**config.mk**
```make
export PLATFORM = sky130hd
export DESIGN_NAME = jesd_sync_monitor
export DESIGN_NICKNAME = d
export VERILOG_FILES = /design/src/rtl/jesd_sync_monitor_pkg.sv /design/src/rtl/jesd_sync_link_mon.sv /design/src/rtl/jesd_sync_monitor.sv
export SDC_FILE = /design/constraint.sdc
export NUM_CORES = 1
export LEC_CHECK = 0
export ABC_AREA = 1
export BUFFER_PORTS_ARGS = -buffer_cell sky130_fd_sc_hd__buf_2
export CELL_PAD_IN_SITES_DETAIL_PLACEMENT = 0
export CELL_PAD_IN_SITES_GLOBAL_PLACEMENT = 2
export CORE_UTILIZATION = 34
export DETAILED_ROUTE_END_ITERATION = 8
export GPL_TIMING_DRIVEN = 0
export PLACE_DENSITY = 0.9
export SYNTH_ARGS = -nofsm -noshare
export SYNTH_HDL_FRONTEND = slang
export SYNTH_SLANG_ARGS = --single-unit
```
**constraint.sdc**
```tcl
create_clock -name core_clk -period 2.5 [get_ports core_clk]
set_clock_uncertainty 0.1 [all_clocks]
set_input_delay 0.5 -clock core_clk [delete_from_list [all_inputs] [get_ports core_clk]]
set_output_delay 0.5 -clock core_clk [all_outputs]
set_load 0.01 [all_outputs]
```
**src/rtl/jesd_sync_monitor_pkg.sv**
```systemverilog
// Shared definitions for the JESD204 SYNC~/SYSREF monitor: link FSM encoding,
// synchroniser depth and a saturating increment helper.
package jesd_sync_monitor_pkg;

  localparam int SYNC_DEPTH = 2;

  localparam logic [1:0] S_CGS    = 2'd0;
  localparam logic [1:0] S_QUAL   = 2'd1;
  localparam logic [1:0] S_LOCKED = 2'd2;

  // Increments v unless it already holds the all-ones value of a w-bit field.
  function automatic logic [31:0] sat_inc(input logic [31:0] v, input int unsigned w);
    logic [31:0] max_v;
    max_v = (w >= 32) ? 32'hFFFF_FFFF : ((32'd1 << w) - 32'd1);
    return (v >= max_v) ? v : v + 32'd1;
  endfunction

endpackage

```
**src/rtl/jesd_sync_link_mon.sv**
```systemverilog
// One SYNC~ link: 2-flop synchroniser, glitch filter, CGS/QUAL/LOCKED FSM,
// sticky loss flag and saturating loss counter.
module jesd_sync_link_mon
  import jesd_sync_monitor_pkg::*;
#(
  parameter int FILTER_CYCLES = 4,
  parameter int LOCK_CYCLES   = 256,
  parameter int CNT_WIDTH     = 16
) (
  input  logic                 clk,
  input  logic                 rst_n,
  input  logic                 sync_in,
  input  logic                 clear_stats,
  output logic                 link_locked,
  output logic                 link_lost,
  output logic [CNT_WIDTH-1:0] loss_count
);

  localparam int FW = $clog2(FILTER_CYCLES + 1);
  localparam int QW = (LOCK_CYCLES > 1) ? $clog2(LOCK_CYCLES) : 1;

  logic [SYNC_DEPTH-1:0] sync_ff_q, sync_ff_d;
  logic                  synced;
  logic                  filt_q, filt_d;
  logic [FW-1:0]         filt_cnt_q, filt_cnt_d, filt_cnt_inc;
  logic [1:0]            state_q, state_d;
  logic [QW-1:0]         qual_q, qual_d, qual_inc;
  logic                  locked_q, locked_d;
  logic                  lost_q, lost_d;
  logic [CNT_WIDTH-1:0]  cnt_q, cnt_d;
  logic                  loss_evt;

  assign synced = sync_ff_q[SYNC_DEPTH-1];

  always_comb begin
    sync_ff_d    = {sync_ff_q[SYNC_DEPTH-2:0], sync_in};
    filt_cnt_inc = filt_cnt_q + 1'b1;
    filt_d       = filt_q;
    filt_cnt_d   = '0;
    if (synced != filt_q) begin
      if (32'(filt_cnt_inc) == 32'(FILTER_CYCLES)) filt_d = synced;
      else filt_cnt_d = filt_cnt_inc;
    end

    // FSM follows the filter's next value so lock lands LOCK_CYCLES after the filtered rise.
    qual_inc = qual_q + 1'b1;
    state_d  = state_q;
    qual_d   = qual_q;
    loss_evt = 1'b0;
    case (state_q)
      S_CGS: begin
        if (filt_d) begin
          qual_d  = '0;
          state_d = (LOCK_CYCLES == 1) ? S_LOCKED : S_QUAL;
        end
      end
      S_QUAL: begin
        if (!filt_d) begin
          state_d = S_CGS;
        end else begin
          qual_d = qual_inc;
          if (32'(qual_inc) == 32'(LOCK_CYCLES - 1)) state_d = S_LOCKED;
        end
      end
      S_LOCKED: begin
        if (!filt_d) begin
          state_d  = S_CGS;
          loss_evt = 1'b1;
        end
      end
      default: state_d = S_CGS;
    endcase

    locked_d = (state_q == S_LOCKED);

    lost_d = lost_q;
    cnt_d  = cnt_q;
    if (clear_stats) begin
      lost_d = 1'b0;
      cnt_d  = '0;
    end
    // A loss in the same cycle as a clear survives as a count of one.
    if (loss_evt) begin
      lost_d = 1'b1;
      cnt_d  = clear_stats ? CNT_WIDTH'(1) : CNT_WIDTH'(sat_inc(32'(cnt_q), CNT_WIDTH));
    end
  end

  always_ff @(posedge clk or negedge rst_n) begin
    if (!rst_n) begin
      sync_ff_q  <= '0;
      filt_q     <= 1'b0;
      filt_cnt_q <= '0;
      state_q    <= S_CGS;
      qual_q     <= '0;
      locked_q   <= 1'b0;
      lost_q     <= 1'b0;
      cnt_q      <= '0;
    end else begin
      sync_ff_q  <= sync_ff_d;
      filt_q     <= filt_d;
      filt_cnt_q <= filt_cnt_d;
      state_q    <= state_d;
      qual_q     <= qual_d;
      locked_q   <= locked_d;
      lost_q     <= lost_d;
      cnt_q      <= cnt_d;
    end
  end

  assign link_locked = locked_q;
  assign link_lost   = lost_q;
  assign loss_count  = cnt_q;

endmodule

```
**src/rtl/jesd_sync_monitor.sv**
```systemverilog
// JESD204 SYNC~/SYSREF observer: per-link lock/loss tracking, SYSREF edge count
// and period check, and a single registered interrupt.
module jesd_sync_monitor
  import jesd_sync_monitor_pkg::*;
#(
  parameter int NUM_LINKS     = 2,
  parameter int FILTER_CYCLES = 4,
  parameter int LOCK_CYCLES   = 256,
  parameter int CNT_WIDTH     = 16,
  parameter int PERIOD_WIDTH  = 16
) (
  input  logic                           core_clk,
  input  logic                           core_resetn,
  input  logic [NUM_LINKS-1:0]           sync_in,
  input  logic                           sysref_in,
  input  logic                           clear_stats,
  input  logic [PERIOD_WIDTH-1:0]        expected_period,
  output logic [NUM_LINKS-1:0]           link_locked,
  output logic [NUM_LINKS-1:0]           link_lost,
  output logic [NUM_LINKS*CNT_WIDTH-1:0] loss_count,
  output logic [CNT_WIDTH-1:0]           sysref_count,
  output logic [PERIOD_WIDTH-1:0]        sysref_period,
  output logic                           sysref_err,
  output logic                           irq
);

  for (genvar k = 0; k < NUM_LINKS; k++) begin : g_link
    jesd_sync_link_mon #(
      .FILTER_CYCLES(FILTER_CYCLES),
      .LOCK_CYCLES  (LOCK_CYCLES),
      .CNT_WIDTH    (CNT_WIDTH)
    ) u_link (
      .clk        (core_clk),
      .rst_n      (core_resetn),
      .sync_in    (sync_in[k]),
      .clear_stats(clear_stats),
      .link_locked(link_locked[k]),
      .link_lost  (link_lost[k]),
      .loss_count (loss_count[k*CNT_WIDTH +: CNT_WIDTH])
    );
  end

  logic [SYNC_DEPTH-1:0]   sr_ff_q, sr_ff_d;
  logic                    sr_prev_q, sr_prev_d;
  logic                    sr_edge;
  logic [PERIOD_WIDTH-1:0] per_q, per_d, per_inc;
  logic [PERIOD_WIDTH-1:0] period_q, period_d;
  logic [CNT_WIDTH-1:0]    sr_cnt_q, sr_cnt_d;
  logic                    err_q, err_d;
  logic                    armed_q, armed_d;
  logic                    irq_q, irq_d;

  always_comb begin
    sr_ff_d   = {sr_ff_q[SYNC_DEPTH-2:0], sysref_in};
    sr_prev_d = sr_ff_q[SYNC_DEPTH-1];
    sr_edge   = sr_ff_q[SYNC_DEPTH-1] & ~sr_prev_q;

    // per_inc doubles as the measured period: cycles since the last edge, plus one.
    per_inc = PERIOD_WIDTH'(sat_inc(32'(per_q), PERIOD_WIDTH));
    per_d   = sr_edge ? '0 : per_inc;

    sr_cnt_d = sr_cnt_q;
    period_d = period_q;
    err_d    = err_q;
    armed_d  = armed_q;
    if (clear_stats) begin
      sr_cnt_d = '0;
      period_d = '0;
      err_d    = 1'b0;
      armed_d  = 1'b0;
    end
    if (sr_edge) begin
      armed_d  = 1'b1;
      sr_cnt_d = clear_stats ? CNT_WIDTH'(1) : CNT_WIDTH'(sat_inc(32'(sr_cnt_q), CNT_WIDTH));
      if (armed_q && !clear_stats) begin
        period_d = per_inc;
        if ((expected_period != '0) && (per_inc != expected_period)) err_d = 1'b1;
      end
    end

    irq_d = (|link_lost) | err_q;
  end

  always_ff @(posedge core_clk or negedge core_resetn) begin
    if (!core_resetn) begin
      sr_ff_q   <= '0;
      sr_prev_q <= 1'b0;
      per_q     <= '0;
      period_q  <= '0;
      sr_cnt_q  <= '0;
      err_q     <= 1'b0;
      armed_q   <= 1'b0;
      irq_q     <= 1'b0;
    end else begin
      sr_ff_q   <= sr_ff_d;
      sr_prev_q <= sr_prev_d;
      per_q     <= per_d;
      period_q  <= period_d;
      sr_cnt_q  <= sr_cnt_d;
      err_q     <= err_d;
      armed_q   <= armed_d;
      irq_q     <= irq_d;
    end
  end

  assign sysref_count  = sr_cnt_q;
  assign sysref_period = period_q;
  assign sysref_err    = err_q;
  assign irq           = irq_q;

endmodule

```
==> results_dict.tcl <==
set metrics [dict create \
    synth_nets 860 \
    drt_iter0_markers 272 \
    synth.top_cell.area_share_pct 45.4 \
    post-cts-setup-buffer-count 0 \
    crit_path_start_kind "register" \
    track_usage_pct 18.7 \
    syn_area_um2 6720 \
    synth-seq-area-share_pct 45.4 \
    root_buffer "clkbuf_16" \
    cts_max_level 4 \
    worstReg2RegStart "per_q[0]" \
    critPathKind "register to register" \
    overflow 0 \
    max_freq_mhz 431 \
    dieArea_um2 20300 \
    syn-instance-count 826 \
    antenna_found_initial 0 \
    p_seq_share_pct 42.3 \
    port_buffers 90 \
    maxSlewViolCount 0 \
    max-slew-margin-rel_pct 48.4 \
    via_per_inst 4.81 \
    r2r_cells 16 \
    fp.dieW_um 143 \
    ios 92 \
    drtPass1Iterations 4 \
    rsz0062_at_grt "false" \
    switchingPower_uw 1410 \
    synth.largest_area_cell "dfrtp_1" \
    layout_common_cells "180 x nand2_1, 122 x dfrtp_1, 114 x inv_1" \
    netlist_top_cells_area "dfrtp_1 45%, nand2_1 10%, inv_1 6.4%, nand3_1 4.8%, nor2_1 4.0%" \
    n_antenna_cell 0 \
    hold-path-endpoint "g_link[0].u_link.sync_ff_q[0]" \
    max_stage_delay_ns 0.44 \
    crit_fanout 10 \
    crit_slowest_cell "dfrtp_1" \
    nNetsFinal 971 \
    vias 5831 \
    grt_pass1_wl_um 29000 \
    ys_types 50 \
    cp-end-kind "register" \
    start_util_pct 34.6 \
    outcome "completed" \
    rrSetupSlack_ns 0.18 \
    grt_pass1_vias 5620 \
    ir_drop_uv 544 \
    drive_gt1_share_pct 18.2 \
    power_density_nw_per_um2 647 \
    syn-mean-instance-area_um2 8.13 \
    critPathMostFrequentCell "nand2_1" \
    synth_warnings 0 \
    die_h_um 143 \
    crit_arrival_ns 2.52 \
    cts_tree "built" \
    cts_hold_buf 1 \
    synth_edf_count 0 \
    wl_per_cell_um 14.8 \
    numCtsBuffers 17 \
    row_count 51 \
    clk_pin_slew_ns 0.06 \
    worstPathCellList "ha_1 > nand2_1 > nor2_4 > nand2_4 > clkinv_4 > nand2_4 > buf_6 > nand2_1 > nand2_1 > nand2_1 > nor2_1 > nand4_1 > nor2_1 > nand2_1 > nand2_1 > nand2_1" \
    r2r_end "sysref_err" \
    path_delay_family "simple AND/OR/NAND/NOR gates" \
    min_period_over_period_pct 92.9 \
    period_needed_ns 2.32 \
    intPower_uw 3840 \
    power.share.clock_pct 45.7 \
    maxCapViolations 0 \
    clockBufferDepth 2 \
    pwr-share-comb_pct 12.0 \
    synthFlopType "dfrtp_1" \
    cts_resized 0 \
    synth-seq-cells 122 \
    finalSetupTns_ns 0 \
    async_flop_share_pct 100 \
    hold_slack_ns 0.0814 \
    final_common_cell "nand2_1" \
    leakagePower_uw 0.00392 \
    setup_violations 0 \
    wl_um 17900 \
    place_hpwl_um 13400 \
    min_from "sync_in[0]" \
    ant_nets 0 \
    area_growth_pct 20.8 \
    worstPathRequired_ns 2.70 \
    hold_path_depth 1 \
    clock-sinks 122 \
    grt_max_degree 80 \
    place.gp.congestion 0.799 \
    path_buf_inv 2 \
    swShare_pct 26.8 \
    min_path_type "primary input to register" \
    hold_viol 0 \
    critPathLaunch "per_q[0]" \
    worstMarginPinSlew_ns 0.775 \
    remaining_drc_errors 0 \
    clkLatencyLatePin_ns 0.42 \
    core_um2 19400 \
]
-- logic make-up after synthesis --
group           count (synthesis)  share of synthesized area [%]
buf+inv                       140                           8.79
xor+xnor                       35                           4.56
fa+ha+maj                      12                           2.23
simple gates                  413                           29.4
flops                         122                           45.4
mux                             1                          0.168
compound gates                103                           9.42
-- how the worst max path moves through the flow --
stage | endpoint | slack (ns) | depth (start not counted)
6_report | sysref_err | 0.18 | 16
5_1_grt | sysref_err | 0.03 | 16
4_1_cts | sysref_err | 0.16 | 16
3_5_place_dp | sysref_err | 0.17 | 16
3_3_place_gp | per_q[9] | -0.88 | 1
2_1_floorplan | sysref_err | 0.58 | 16
-- cell usage after synthesis (all sizes together) (9+ instances only) --
cell / count
nand2: 188
dfrtp: 122
inv: 118
nor2: 86
nand3: 71
o21ai: 53
nor3: 27
xor2: 26
nand4: 24
a21oi: 16
ha: 12
buf: 11
nor4: 11
clkbuf: 10
xnor2: 9
-- state kept, by name, summed over array words and instances (netlist names), 2 cells and up --
register                   flops
sr_ff_q                        2
g_link.u_link.qual_q          16
sysref_count                  16
g_link.u_link.filt_q           2
g_link.u_link.link_locked      2
per_q                         16
g_link.u_link.filt_cnt_q       6
sysref_period                 16
g_link.u_link.link_lost        2
g_link.u_link.sync_ff_q        4
g_link.u_link.loss_count      32
g_link.u_link.state_q          4
-- area by class of cell --
class / instances / area, µm²
Clock buffer: 22 / 474
Sequential cell: 122 / 3050
Clock inverter: 8 / 95.1
Fill cell: 2025 / 11300
Buffer: 21 / 139
Timing Repair Buffer: 92 / 494
Multi-Input combinational cell: 564 / 3070
Tap cell: 265 / 332
Inverter: 119 / 452
-- power by group through the flow --
stage	combinational [µW]	sequential (µW)	clock, µW
after detailed placement	640	2250	0
after CTS	644	2220	2450
after global routing	718	2240	2550
final	630	2220	2400
after floorplan	430	2230	0
after global placement	626	2250	0
-- per-stage QoR --
step	setup slack, ns	util (%)	std cells	instance area [µm²]	power (µW)
3_5_place_dp	0.167	38.8	1182	7530	2890
3_3_place_gp	-0.876	38.7	1181	7500	2880
6_report	0.177	41.8	1213	8110	5250
2_1_floorplan	0.582	-	826	6720	2660
4_1_cts	0.157	41.8	1213	8110	5310
5_1_grt	0.0347	41.8	1213	8110	5510
-- layer usage --
layer / global-route usage (%) / share of wire, % / wire length, µm
met5: 0 / 0 / 0
met4: 4.75 / 0.76 / 136
met3: 4.00 / 3.6 / 640
met2: 30.3 / 47 / 8370
met1: 25.2 / 49 / 8760
(Power assumes the default switching activity.)
